File: src/rtl/act_pkg.sv
// ----------------------------------------------------------------------------
// act_pkg
//   Shared definitions for the activity monitor: the mount reset-pulse FSM
//   state type, the default parameter values used by act_monitor/act_chan,
//   and a helper that sizes saturating counters.
//
//   Optional feature macro used by the monitor: ACT_BLINK_EN (blinking LED).
// ----------------------------------------------------------------------------
package act_pkg;

  // Default parameter values (clk_sys cycles where applicable).
  localparam int unsigned NCH_DEF        = 2;
  localparam int unsigned TIMEOUT_DEF    = 1000000;
  localparam int unsigned RST_CYCLES_DEF = 10000000;
  localparam int unsigned BLINK_DIV_DEF  = 4000000;

  // Mount reset-pulse state machine: IDLE drives rst_img low, HOLD drives it
  // high for the configured number of cycles.
  typedef enum logic [0:0] {
    IDLE = 1'b0,
    HOLD = 1'b1
  } mount_state_e;

  // Bits needed for a counter that must be able to hold the value max_val.
  function automatic int unsigned cnt_width(input int unsigned max_val);
    int unsigned w;
    w = $clog2(max_val + 1);
    return (w == 0) ? 1 : w;
  endfunction

endpackage : act_pkg

File: src/rtl/act_chan.sv
// ----------------------------------------------------------------------------
// act_chan
//   One activity-monitor channel. A toggle is the monitored line differing
//   from its value one cycle earlier while the channel is enabled. Each
//   toggle restarts a saturating hold counter; the registered activity flag
//   stays high for exactly TIMEOUT cycles after the most recent toggle.
//
// Parameters
//   TIMEOUT  activity hold time in clk_sys cycles (>= 1)
//
// Ports
//   clk_sys  in   system clock, rising edge
//   reset_n  in   asynchronous active-low reset
//   sig_i    in   monitored line, synchronous to clk_sys
//   en_i     in   channel enable; toggles are ignored while low
//   act_o    out  registered activity flag
// ----------------------------------------------------------------------------
module act_chan
  import act_pkg::*;
#(
  parameter int unsigned TIMEOUT = TIMEOUT_DEF
) (
  input  logic clk_sys,
  input  logic reset_n,
  input  logic sig_i,
  input  logic en_i,
  output logic act_o
);

  localparam int unsigned   CW      = cnt_width(TIMEOUT);
  localparam logic [CW-1:0] CNT_MAX = CW'(TIMEOUT);

  logic          hist_q;
  logic [CW-1:0] cnt_q, cnt_d;
  logic          act_q, act_d;
  logic          toggle;

  // The history register tracks the line even while disabled, so re-enabling
  // a channel never reports a stale edge.
  assign toggle = en_i & (sig_i ^ hist_q);

  // NOTE: every combinational output gets a default assignment first so no
  // path through the block leaves it unassigned (which would infer a latch).
  always_comb begin
    cnt_d = cnt_q;
    if (toggle) begin
      // A toggle wins over expiry in the same cycle: the hold restarts and
      // the flag never drops.
      cnt_d = '0;
    end else if (cnt_q != CNT_MAX) begin
      cnt_d = cnt_q + CW'(1);
    end
    // Counter value k after the edge means k cycles have elapsed since the
    // toggle cycle+1; the flag is high while fewer than TIMEOUT have.
    act_d = (cnt_d != CNT_MAX);
  end

  // NOTE: the counter resets to its saturated value, not zero, so the channel
  // comes out of reset quiet instead of flashing activity for TIMEOUT cycles.
  always_ff @(posedge clk_sys or negedge reset_n) begin
    if (!reset_n) begin
      hist_q <= 1'b0;
      cnt_q  <= CNT_MAX;
      act_q  <= 1'b0;
    end else begin
      // NOTE: sequential state uses non-blocking assignments so every
      // register samples the pre-edge values, independent of statement order.
      hist_q <= sig_i;
      cnt_q  <= cnt_d;
      act_q  <= act_d;
    end
  end

  assign act_o = act_q;

endmodule : act_chan

File: src/rtl/act_monitor.sv
// ----------------------------------------------------------------------------
// act_monitor
//   Activity monitor for NCH serial lines plus an image-mount helper.
//   - Per channel (act_chan): activity flag held TIMEOUT cycles after the last
//     qualified toggle of the line.
//   - led: OR of all activity flags. With ACT_BLINK_EN defined, led instead
//     blinks with a half-period of BLINK_DIV cycles while any channel is
//     active, starting high, and is low when all channels are idle.
//   - Mount helper: a one-cycle mount_stb latches img_nonzero into vsd_sel and
//     raises rst_img for RST_CYCLES cycles; a strobe during the pulse restarts
//     the full count and reloads vsd_sel.
//
// Configuration macro: ACT_BLINK_EN (undefined -> steady LED, no blink logic)
//
// Parameters
//   NCH         number of monitored channels (1..8)
//   TIMEOUT     activity hold time in cycles (>= 1)
//   RST_CYCLES  rst_img pulse length in cycles (>= 1)
//   BLINK_DIV   LED blink half-period in cycles (>= 1), ACT_BLINK_EN only
//
// Ports
//   clk_sys      in   system clock, rising edge
//   reset_n      in   asynchronous active-low reset
//   sig          in   [NCH] monitored lines, synchronous to clk_sys
//   ch_en        in   [NCH] per-channel enable
//   mount_stb    in   one-cycle image-mounted strobe
//   img_nonzero  in   mounted image size non-zero, sampled on mount_stb
//   act          out  [NCH] per-channel activity flags
//   led          out  combined activity LED
//   vsd_sel      out  virtual-SD select latched at mount
//   rst_img      out  reset request after mount
// ----------------------------------------------------------------------------
module act_monitor
  import act_pkg::*;
#(
  parameter int unsigned NCH        = NCH_DEF,
  parameter int unsigned TIMEOUT    = TIMEOUT_DEF,
  parameter int unsigned RST_CYCLES = RST_CYCLES_DEF,
  parameter int unsigned BLINK_DIV  = BLINK_DIV_DEF
) (
  input  logic           clk_sys,
  input  logic           reset_n,
  input  logic [NCH-1:0] sig,
  input  logic [NCH-1:0] ch_en,
  input  logic           mount_stb,
  input  logic           img_nonzero,
  output logic [NCH-1:0] act,
  output logic           led,
  output logic           vsd_sel,
  output logic           rst_img
);

  // --------------------------------------------------------------------------
  // Elaboration-time parameter sanity checks
  // --------------------------------------------------------------------------
  if (NCH == 0 || NCH > 8) begin : g_bad_nch
    $error("act_monitor: NCH must be in 1..8");
  end
  if (TIMEOUT == 0) begin : g_bad_timeout
    $error("act_monitor: TIMEOUT must be >= 1");
  end
  if (RST_CYCLES == 0) begin : g_bad_rst_cycles
    $error("act_monitor: RST_CYCLES must be >= 1");
  end
  if (BLINK_DIV == 0) begin : g_bad_blink_div
    $error("act_monitor: BLINK_DIV must be >= 1");
  end

  // --------------------------------------------------------------------------
  // Activity channels
  // --------------------------------------------------------------------------
  for (genvar i = 0; i < NCH; i++) begin : g_chan
    act_chan #(
      .TIMEOUT (TIMEOUT)
    ) u_chan (
      .clk_sys (clk_sys),
      .reset_n (reset_n),
      .sig_i   (sig[i]),
      .en_i    (ch_en[i]),
      .act_o   (act[i])
    );
  end

  logic act_any;
  assign act_any = |act;

  // --------------------------------------------------------------------------
  // LED
  // --------------------------------------------------------------------------
`ifdef ACT_BLINK_EN
  // Phase counter runs over one full blink period while any channel is
  // active; the first half of the period (starting at 0) drives the LED high.
  localparam int unsigned   BW         = cnt_width(2 * BLINK_DIV - 1);
  localparam logic [BW-1:0] BLINK_HALF = BW'(BLINK_DIV);
  localparam logic [BW-1:0] BLINK_LAST = BW'(2 * BLINK_DIV - 1);

  logic [BW-1:0] blink_cnt_q, blink_cnt_d;

  always_comb begin
    blink_cnt_d = '0;
    if (act_any) begin
      blink_cnt_d = (blink_cnt_q == BLINK_LAST) ? '0 : blink_cnt_q + BW'(1);
    end
  end

  always_ff @(posedge clk_sys or negedge reset_n) begin
    if (!reset_n) begin
      blink_cnt_q <= '0;
    end else begin
      blink_cnt_q <= blink_cnt_d;
    end
  end

  // The counter is 0 in every idle cycle, so the first active cycle is high.
  assign led = act_any & (blink_cnt_q < BLINK_HALF);
`else
  assign led = act_any;
`endif

  // --------------------------------------------------------------------------
  // Mount reset-pulse FSM
  // --------------------------------------------------------------------------
  localparam int unsigned    RCW     = cnt_width(RST_CYCLES);
  localparam logic [RCW-1:0] RST_MAX = RCW'(RST_CYCLES);

  mount_state_e   state_q, state_d;
  logic [RCW-1:0] rcnt_q, rcnt_d;     // cycles of rst_img high so far (HOLD)
  logic           vsd_q, vsd_d;

  always_comb begin
    state_d = state_q;
    rcnt_d  = rcnt_q;
    vsd_d   = vsd_q;
    if (mount_stb) begin
      // A strobe enters or re-enters HOLD with the full pulse length, also
      // when a pulse is already running.
      state_d = HOLD;
      rcnt_d  = RCW'(1);
      vsd_d   = img_nonzero;
    end else begin
      case (state_q)
        HOLD: begin
          if (rcnt_q == RST_MAX) begin
            state_d = IDLE;
            rcnt_d  = '0;
          end else begin
            rcnt_d = rcnt_q + RCW'(1);
          end
        end
        default: begin
          state_d = IDLE;
          rcnt_d  = '0;
        end
      endcase
    end
  end

  always_ff @(posedge clk_sys or negedge reset_n) begin
    if (!reset_n) begin
      state_q <= IDLE;
      rcnt_q  <= '0;
      vsd_q   <= 1'b0;
    end else begin
      state_q <= state_d;
      rcnt_q  <= rcnt_d;
      vsd_q   <= vsd_d;
    end
  end

  assign rst_img = (state_q == HOLD);
  assign vsd_sel = vsd_q;

endmodule : act_monitor
File: config.mk
export PLATFORM = sky130hd
export DESIGN_NAME = act_monitor
export DESIGN_NICKNAME = d
export VERILOG_FILES = /design/src/rtl/act_pkg.sv /design/src/rtl/act_chan.sv /design/src/rtl/act_monitor.sv
export SDC_FILE = /design/constraint.sdc
export NUM_CORES = 1
export LEC_CHECK = 0
export CORE_MARGIN = 5
export CORE_UTILIZATION = 25
export CTS_CLUSTER_DIAMETER = 60
export DETAILED_ROUTE_END_ITERATION = 10
export SLEW_MARGIN = 10
export SYNTH_ARGS = -nofsm -noshare
export SYNTH_HDL_FRONTEND = slang
export SYNTH_SLANG_ARGS = --single-unit
File: constraint.sdc
create_clock -name clk_sys -period 2.4 [get_ports clk_sys]
set_input_delay 0.6 -clock clk_sys [delete_from_list [all_inputs] [get_ports clk_sys]]
set_output_delay 0.6 -clock clk_sys [all_outputs]
set_load 0.03 [all_outputs]
# [Word-level counts from Yosys, hierarchy flattened]
# Index checks and enable logic that the tools add are counted.
[op_classes] n_eq_ne=5 reduce_logical=1 addsub=3 bitwise_logic=4 n_mux=10
[op_table] op="$mux 20" n=4
[op_table] op="$ne 20x20->1 const B" n=4
[op_table] op="$mux 24" n=3
[op_table] op="$add 20x1->20 const B" n=2
[op_table] op="$add 24x1->24 const B" n=1
[op_table] op="$eq 24x24->1 const B" n=1
[op_table] op="$mux 1" n=3
[op_table] op="$and 1x1->1" n=2
[op_table] op="$reduce_or 2->1" n=1
[op_table] op="$xor 1x1->1" n=2
[totals] out_inout_bits=5 ff_bits=70 in_bits=8

# [Depth between registers and ports, before layout]
# Gate-level depths: netlist of run 1.
[logic_depth] ltp_word=4 ltp_mapped=8 ltp_nobuf=8

# [Cells and area by module]
# From an unflattened synthesis of run 1, not the netlist that was laid out.
[hier_totals] hier_cells=432 hier_area_um2=4071.4
[modules_own_cells] module="act_chan at g_chan[0].u_chan" n_inst=1 area_per_inst_um2=1400.1 cells_per_inst=146 seq_area_each_um2=559.3
[modules_own_cells] module="act_monitor" n_inst=1 area_per_inst_um2=1361.3 cells_per_inst=144 seq_area_each_um2=650.6
[modules_own_cells] module="act_chan at g_chan[1].u_chan" n_inst=1 area_per_inst_um2=1310.0 cells_per_inst=142 seq_area_each_um2=559.3

# [Worst setup path after synthesis of run 1]
# No wires, ideal clock.
[synth_timing] path_kind="reg2reg" startpoint="reg g_chan[0].u_chan.cnt_q[6]" endpoint="reg g_chan[0].u_chan.act_q" period_less_slack_ns=1.929 path_stages_with_launch=8 arrival_ns=1.792 setup_time_ns=0.137 setup_slack_ns=0.471 path_cell_list="dfstp_2 buf_8 and4_2 nand4_4 or3_1 a21oi_2 nor4b_2 nand4_1"
[synth_between] elab_chain_len=4
[synth_lines] item="start: declaration" line="act_chan.sv:34" rtl="logic [CW-1:0] cnt_q, cnt_d;"
[synth_lines] item="start signal: assignment" line="act_chan.sv:69" rtl="cnt_q <= cnt_d;"
[synth_lines] item="$add 20x1->20 or $ne 20x20->1 (tied branches)" line="act_chan.sv:51, act_chan.sv:50"
[synth_lines] item="$mux 20 *" line="act_chan.sv:50" rtl="end else if (cnt_q != CNT_MAX) begin"
[synth_lines] item="$mux 20 *" line="act_chan.sv:46" rtl="if (toggle) begin"
[synth_lines] item="via g_chan[0].u_chan.cnt_d[16]" line="act_chan.sv:34"
[synth_lines] item="$ne 20x20->1 *" line="act_chan.sv:55" rtl="act_d = (cnt_d != CNT_MAX);"
[synth_lines] item="via g_chan[0].u_chan.act_d" line="act_chan.sv:35" rtl="logic act_q, act_d;"
[synth_lines] item="end signal: assignment" line="act_chan.sv:70" rtl="act_q <= act_d;"
[synth_lines] item="end: declaration" line="act_chan.sv:35"
# Mark *: on every way through the listed nets, which the timed path passes. The rest lies on a longest branch.
# A chain may end at the register's enable or synchronous reset.

# [Worst setup path after layout of run 1]
[layout_timing] startpoint="reg g_chan[0].u_chan.cnt_q[3]" endpoint="reg g_chan[0].u_chan.act_q"
[layout_between] elab_chain_len=4
[layout_lines] item="$add 20x1->20 or $ne 20x20->1 (tied branches)" line="act_chan.sv:51, act_chan.sv:50"
[layout_lines] item="$mux 20 *" line="act_chan.sv:50"
[layout_lines] item="$mux 20 *" line="act_chan.sv:46"
[layout_lines] item="$ne 20x20->1 *" line="act_chan.sv:55"
[layout_lines] item="via g_chan[0].u_chan.act_d" line="act_chan.sv:35"
# Marked as above.

==> run metrics, run 1 <==
number of nets in the finished design=approximately 450; Placed Area=roughly 4300 um2; Worst Hold Class=in2async; maximum count of clock buffers along a single path=2; shortest clock period the worst path allows after layout=between 2 and 2.5 ns; Register Area=1770 um2; final critical-path setup slack=~0.16 ns; max-slew violation total from the final report=0; yosys synthesis warning count=0; area overhead of the layout relative to synthesis=15.9%; clock root buffer=clkbuf_16; highest net fanout along the worst path=10; count of unresolved DRC violations after routing=0; final-report setup violation count=0; fin area=approximately 4600 um2; die boundary width=136 um; max cap viols=0; largest net degree at the start of global routing=71; pwr/cell area=652 nW/um2; worst flop-to-flop path startpoint=g_chan[0].u_chan.cnt_q[3]; arrival time of data at the critical path endpoint=roughly 2.4 ns; layout cells sized above 1=13.3%; Post-CTS Hold Buffers=0; critical path launch point=g_chan[0].u_chan.cnt_q[3]; total via count after detailed routing=3011; Distinct cells, synth=between 50 and 60; HPWL after detailed placement=between 5 and 6 mm; area of the core=approximately 16000 um2; critical path class=reg2reg; wire per inst=12.2 um; number of standard-cell rows in the floorplan=46; clock net sink count=70; final antenna-violating net count=0; status=finished clean; unrepaired setup endpoints after global routing=false; final weighted congestion in routability-driven placement=0.798; number of instances in the synthesized netlist=approximately 420; number of cells upsized or downsized after cts=0; path depth of the worst reg2reg path=6; DR iter-0 viols=roughly 260; antenna fix cells=0; vias in the first global route=between 2000 and 3000; post-synth net total=around 440; H-tree Lvls=3; post-layout total power=about 3 mW; leading post-synthesis cells by instance count=68 x nor2_1, 56 x dfrtp_1, 37 x xor2_1; share of the synthesized area in the top cell type=between 30% and 40%; 1st-pass router iterations=6; cell area after technology mapping=just under 4000 um2; number of synthesized register bits=70; Post-Route WL=around 8 mm; synthesized area divided by synthesized cell count=between 9 and 10 um2; DIE AREA=approximately 18000 um2; area of the multi-input gates=~2000 um2; worst endpoint required time=approximately 2.6 ns; count of boundary I/O pins=13; crit end category=register; grt ovf=0; Filler Cells Inserted=1631; reg-to-reg endpoint=g_chan[0].u_chan.act_o; share of the yosys chip area belonging to registers=around 45%; Tightest Pin Transition=0.542 ns; critical path launch point type=register; global-route usage over all layers=under 10%; effective utilization at floorplan=between 20 and 30%; vias per cell=about 4.6; R2R Setup Slk=between 0.15 and 0.2 ns; slew margin rel.=between 60% and 70%; achievable frequency=about 450 MHz; number of clock buffers inserted by TritonCTS=9; largest voltage drop on the vdd net=0.402 mV; post-synthesis cell type with the largest combined area=dfrtp_1; most common cell in the netlist=nor2_1; final core utilization=just under 30%; clock tree from TritonCTS=yes; Leakage=roughly 1.8 nW; count of flip-flops with a built-in enable after synthesis=0; setup slack after placement=between 0.15 and 0.2 ns; Max Clock Skew=~0.007 ns; biggest area contributors in the synthesized netlist=dfrtp_1 35%, dfstp_2 9.3%, xor2_1 8.2%; Total Negative Setup Slacks=0 ns; clock transition time at the flip-flop clock pins of the worst setup and hold paths=roughly 0.06 ns; IO Port Bufs=12; postcts setup bufs=0; Clock Latency Late Sink=approximately 0.33 ns; Period Utilization, post-route=93.5%; fraction of synthesis flops using an asynchronous set or reset pin=between 90% and 100%; number of antenna violations at the first check in global routing=0; Post-synth top flop=dfrtp_1; Fin. Hold Viols=0; global-route wire length before repair=roughly 14 mm; vertical die dimension=roughly 140 um
==> kinds of logic after synthesis <==
family                   count (synthesis)  synth area share, %
multiplexers                             7                 1.83
buffers and inverters                   35                 5.08
AND/OR/NAND/NOR                        212                 28.4
flip-flops                              70                 44.6
adder cells (fa/ha/maj)                  6                 1.89
XOR/XNOR                                57                 12.6
AO/OA/AOI/OAI                           35                 5.52
==> worst max-delay path, stage by stage, from the launching register on <==
cell and delay [ns]:
dfrtp_1 0.42, and4_1 0.46, and2_2 0.23, and4_1 0.21, xnor2_1 0.10, nor4b_1 0.52, nand4_1 0.16
==> stage by stage <==
stage	instances	hold slack, ns
after floorplan	422	0.304
after global placement	642	0.496
after detailed placement	642	0.501
after CTS	658	0.303
after global routing	658	0.319
final	658	0.286
==> sequential cells by signal (all words and copies together), names as in the netlist <==
| register | count |
|---|---|
| g_chan.u_chan.cnt_q | 40 |
| g_chan.u_chan.hist_q | 2 |
| rst_img | 1 |
| g_chan.u_chan.act_o | 2 |
| rcnt_q | 24 |
| vsd_sel | 1 |
==> placed cells by master (no fill, tap or decap), types with 3 or more instances in the layout <==
cell type,Yosys,routed
nand2_1,26,26
nor3_2,3,3
a21oi_1,9,9
and3_1,5,5
nor2_1,68,68
or3_1,5,5
inv_1,15,15
or2_2,3,3
nor2b_1,5,5
mux2i_1,5,5
xnor2_1,20,20
nor3_1,14,14
nor4b_1,4,4
xor2_1,37,37
nand3_1,21,21
buf_4,2,11
ha_1,6,6
o21ai_0,12,12
and4_1,4,4
nand4_1,24,24
clkbuf_16,1,9
dfrtp_1,56,56
clkinvlp_4,0,3
and2_1,8,8
dfstp_2,14,14
nor4_1,7,7
a211oi_1,3,3
clkdlybuf4s50_1,0,11
==> worst max-delay path by stage <==
stage | end | slack (ns) | depth (start not counted)
CTS | led | 0.14 | 2
global route | g_chan[0].u_chan.act_o | 0.01 | 6
floorplan | g_chan[0].u_chan.act_o | 0.47 | 7
finish | g_chan[0].u_chan.act_o | 0.16 | 6
global placement | g_chan[1].u_chan.act_o | 0.24 | 7
detailed placement | g_chan[0].u_chan.act_o | 0.20 | 6
==> routing by layer <==
| layer | track usage (%) | wire length [um] | vias to the layer above |
|---|---|---|---|
| met5 | 0 | 0 | - |
| met4 | 2.58 | 81 | 0 |
| li1 | - | - | 1483 |
| met1 | 12.0 | 3830 | 1473 |
| met2 | 14.9 | 3700 | 49 |
| met3 | 3.52 | 408 | 6 |
==> power by group <==
| group | switching, mW | total (mW) | internal (mW) |
|---|---|---|---|
| combinational | 0.223 | 0.395 | 0.173 |
| sequential | 0.0948 | 1.34 | 1.24 |
| clock | 0.505 | 1.26 | 0.758 |
| total | 0.823 | 3.00 | 2.17 |
==> cell type report <==
cell class                      instances  share of cell area, %
Clock buffer                           12                   5.58
Timing Repair Buffer                   24                   4.74
Multi-Input combinational cell        317                   43.4
Tap cell                              216                   5.88
Sequential cell                        70                   38.5
Inverter                               15                   1.23
Clock inverter                          4                  0.681
Power figures use the tool's default switching activity.
==> run 2: changes to the inputs <==
--- a/config.mk
+++ b/config.mk
@@ -9,6 +9,7 @@
 export CORE_UTILIZATION = 25
 export CTS_CLUSTER_DIAMETER = 60
 export DETAILED_ROUTE_END_ITERATION = 10
+export SETUP_SLACK_MARGIN = 0.02
 export SLEW_MARGIN = 10
 export SYNTH_ARGS = -nofsm -noshare
 export SYNTH_HDL_FRONTEND = slang
==> constraint.sdc (replaced) <==
create_clock -name clk_sys -period 2.08 [get_ports clk_sys]
set_input_delay 0.52 -clock clk_sys [delete_from_list [all_inputs] [get_ports clk_sys]]
set_output_delay 0.52 -clock clk_sys [all_outputs]
set_load 0.03 [all_outputs]
==> run 2 against run 1 <==
Routed wire length is 3.1% higher. Hold slack worse by 0.079 ns. Clock skew up 0.0015 ns. Die area did not move. Critical endpoint is now act[1]. Cell area is 5.3% higher. Sequential share of layout area is 1.9 points lower. Flip-flop and latch count did not move. Utilization up 1.5 points. Count of clock-buffer cells in the layout grew 3. Combinational power increased by 42%.
==> run metrics, run 2 (synthesis gave the netlist of run 1 again) <==
R2R Setup Slk=0.11 ns (-0.04 ns); area of the core=15700 um2 (unchanged); max cap viols=0 (unchanged); portion of total power attributed to combinational logic=15.5% (+2.3 points); total via count after detailed routing=3090 (+2.6%); antenna fix cells=0 (unchanged); vias per cell=4.54 (-0.70%); clock net sink count=70 (unchanged); layout cells sized above 1=18.5% (+5.2 points); number of nets in the finished design=473 (+4.9%); max-slew violation total from the final report=0 (unchanged); pwr/cell area=748 nW/um2 (+15%); Leakage=1.94 nW (+10%); final core utilization=30.8% (+1.5 points); number of antenna violations at the first check in global routing=0 (unchanged); Fin. Hold Viols=0 (unchanged); largest registers=g_chan.u_chan.cnt_q (40), rcnt_q (24); internal power of the cells=2.69 mW (+24%); critical path class=reg2out; count of unresolved DRC violations after routing=0 (unchanged); count of boundary I/O pins=13 (unchanged); commonest cells after routing, fill and taps aside=68 x nor2_1, 56 x dfrtp_1, 37 x xor2_1, 32 x buf_4, 26 x nand2_1; crit end category=output port; clock root buffer=clkbuf_16; number of standard-cell rows in the floorplan=46 (unchanged); crit-path leading delay family=buffers and inverters; critical path launch point type=register; highest net fanout along the worst path=2 (-8); maximum count of clock buffers along a single path=2 (unchanged); post-layout total power=3.62 mW (+21%); clock transition time at the flip-flop clock pins of the worst setup and hold paths=0.06 ns (about the same); achievable frequency=just over 500 MHz; effective utilization at floorplan=25.2% (unchanged); Worst Hold Class=in2async; Max Clock Skew=0.00857 ns (+0.00155 ns); Tightest Pin Transition=0.386 ns (-0.157 ns); sequential share of power=42.0% (-2.7 points); worst endpoint required time=1.56 ns (-1.03 ns); worst-path cell with the longest stage delay=clkdlybuf4s50_1; Most flops, register=g_chan.u_chan.cnt_q; power spent charging and discharging nets=0.932 mW (+13%); IO Port Bufs=12 (unchanged); vias in the first global route=3130 (+5.6%); 1st-pass router iterations=4 (-2); Period Utilization, post-route=between 90% and 100%; H-tree Lvls=3 (unchanged); DR iter-0 viols=195 (-24%); largest net degree at the start of global routing=71 (unchanged); fraction of power spent switching nets=25.8% (-1.7 points); final weighted congestion in routability-driven placement=0.843 (+5.6%); largest voltage drop on the vdd net=0.362 mV (-9.7%); flip-flop count of the largest register, all copies and words added=40 (unchanged); Clock Latency Late Sink=0.33 ns (about the same); Buffers & Inverters on Critical Path=1 (+1); unrepaired setup endpoints after global routing=false; global-route usage over all layers=9.66% (+0.28 points); global-route wire length before repair=14.5 mm (+3.7%); worst hold slack=0.208 ns (-0.0787 ns); number of clock buffers inserted by TritonCTS=9 (unchanged); wire per inst=12.2 um (-0.23%); leading cell type in the layout, fill and taps excluded=nor2_1; CP cell instances=clkdlybuf4s50_1; final-report setup violation count=0 (unchanged); arrival time of data at the critical path endpoint=1.45 ns (-0.98 ns); clock network fraction of total power=42.5% (+0.4 points); Post-Route WL=8.27 mm (+3.1%); clock tree from TritonCTS=yes; final antenna-violating net count=0 (unchanged); Largest stage delay, worst path=0.70 ns (+0.18 ns); vertical die dimension=136 um (unchanged); shortest clock period the worst path allows after layout=approximately 2.0 ns; DIE AREA=18500 um2 (unchanged); HPWL after detailed placement=5.77 mm (+5.4%); die boundary width=136 um (unchanged); status=finished clean; slew margin rel.=74.3% (+11 points); area overhead of the layout relative to synthesis=22.0%; grt ovf=0 (unchanged)
[run 2: worst paths after layout]
path / startpoint / to / depth (start not counted)
hold reg to reg: vsd_sel / vsd_sel / 1
hold / removal: reset_n / g_chan[0].u_chan.act_o / 2
setup / recovery: g_chan[1].u_chan.act_o / act[1] / 1
min in group clk_sys: vsd_sel / vsd_sel / 1
setup reg to reg: g_chan[0].u_chan.cnt_q[4] / g_chan[0].u_chan.act_o / 6
max in group asynchronous: reset_n / g_chan[1].u_chan.cnt_q[19] / 2
[run 2: cell type report]
cell class | instances | area, um2
Fill cell | 1622 | 10900
Sequential cell | 70 | 1770
Timing Repair Buffer | 46 | 394
Multi-Input combinational cell | 317 | 2050
Clock inverter | 1 | 30.0
Inverter | 15 | 56.3
Tap cell | 216 | 270
Clock buffer | 15 | 268
[run 2: timing repair]
action / in CTS / in global routing
gates cloned: 0 / 0
endpoints found under the hold margin: 0 / 0
pin swaps: 0 / 3
gates resized for setup: 1 / 12
hold buffers: 0 / 0
setup endpoints to repair: 1 / 2
setup buffers: 0 / 2
[run 2: stage by stage]
stage	cells	setup WS, ns	cell area [um2]	setup TNS (ns)
after floorplan	422	0.151	3960	0
after global placement	662	0.0162	4470	0
after detailed placement	662	-0.0336	4470	-0.0623
after CTS	678	0.0415	4770	0
after global routing	680	0.0138	4840	0
final	680	0.114	4840	0
[run 2: power by group through the flow]
stage	Clock (mW)	Sequential, mW	Combinational [mW]
finish	1.54	1.52	0.562
detailed placement	0	1.54	0.558
global placement	0	1.54	0.535
CTS	1.59	1.52	0.564
floorplan	0	1.53	0.354
global route	1.65	1.53	0.631
[run 2: routing by layer]
layer	vias up	wire length [um]	GRT usage [%]
li1	1530	-	-
met1	1503	3900	12.0
met2	45	3900	15.5
met3	12	304	3.18
met4	0	162	3.98
met5	-	0	0
==> run 3: changes to the inputs <==
--- a/config.mk
+++ b/config.mk
@@ -8,6 +8,7 @@
 export CORE_MARGIN = 5
 export CORE_UTILIZATION = 25
 export CTS_CLUSTER_DIAMETER = 60
+export CTS_CLUSTER_SIZE = 20
 export DETAILED_ROUTE_END_ITERATION = 10
 export SETUP_SLACK_MARGIN = 0.02
 export SLEW_MARGIN = 10
==> results of run 3 <==
Same layout as run 2: the final DEF is identical, and so are final timing and power.
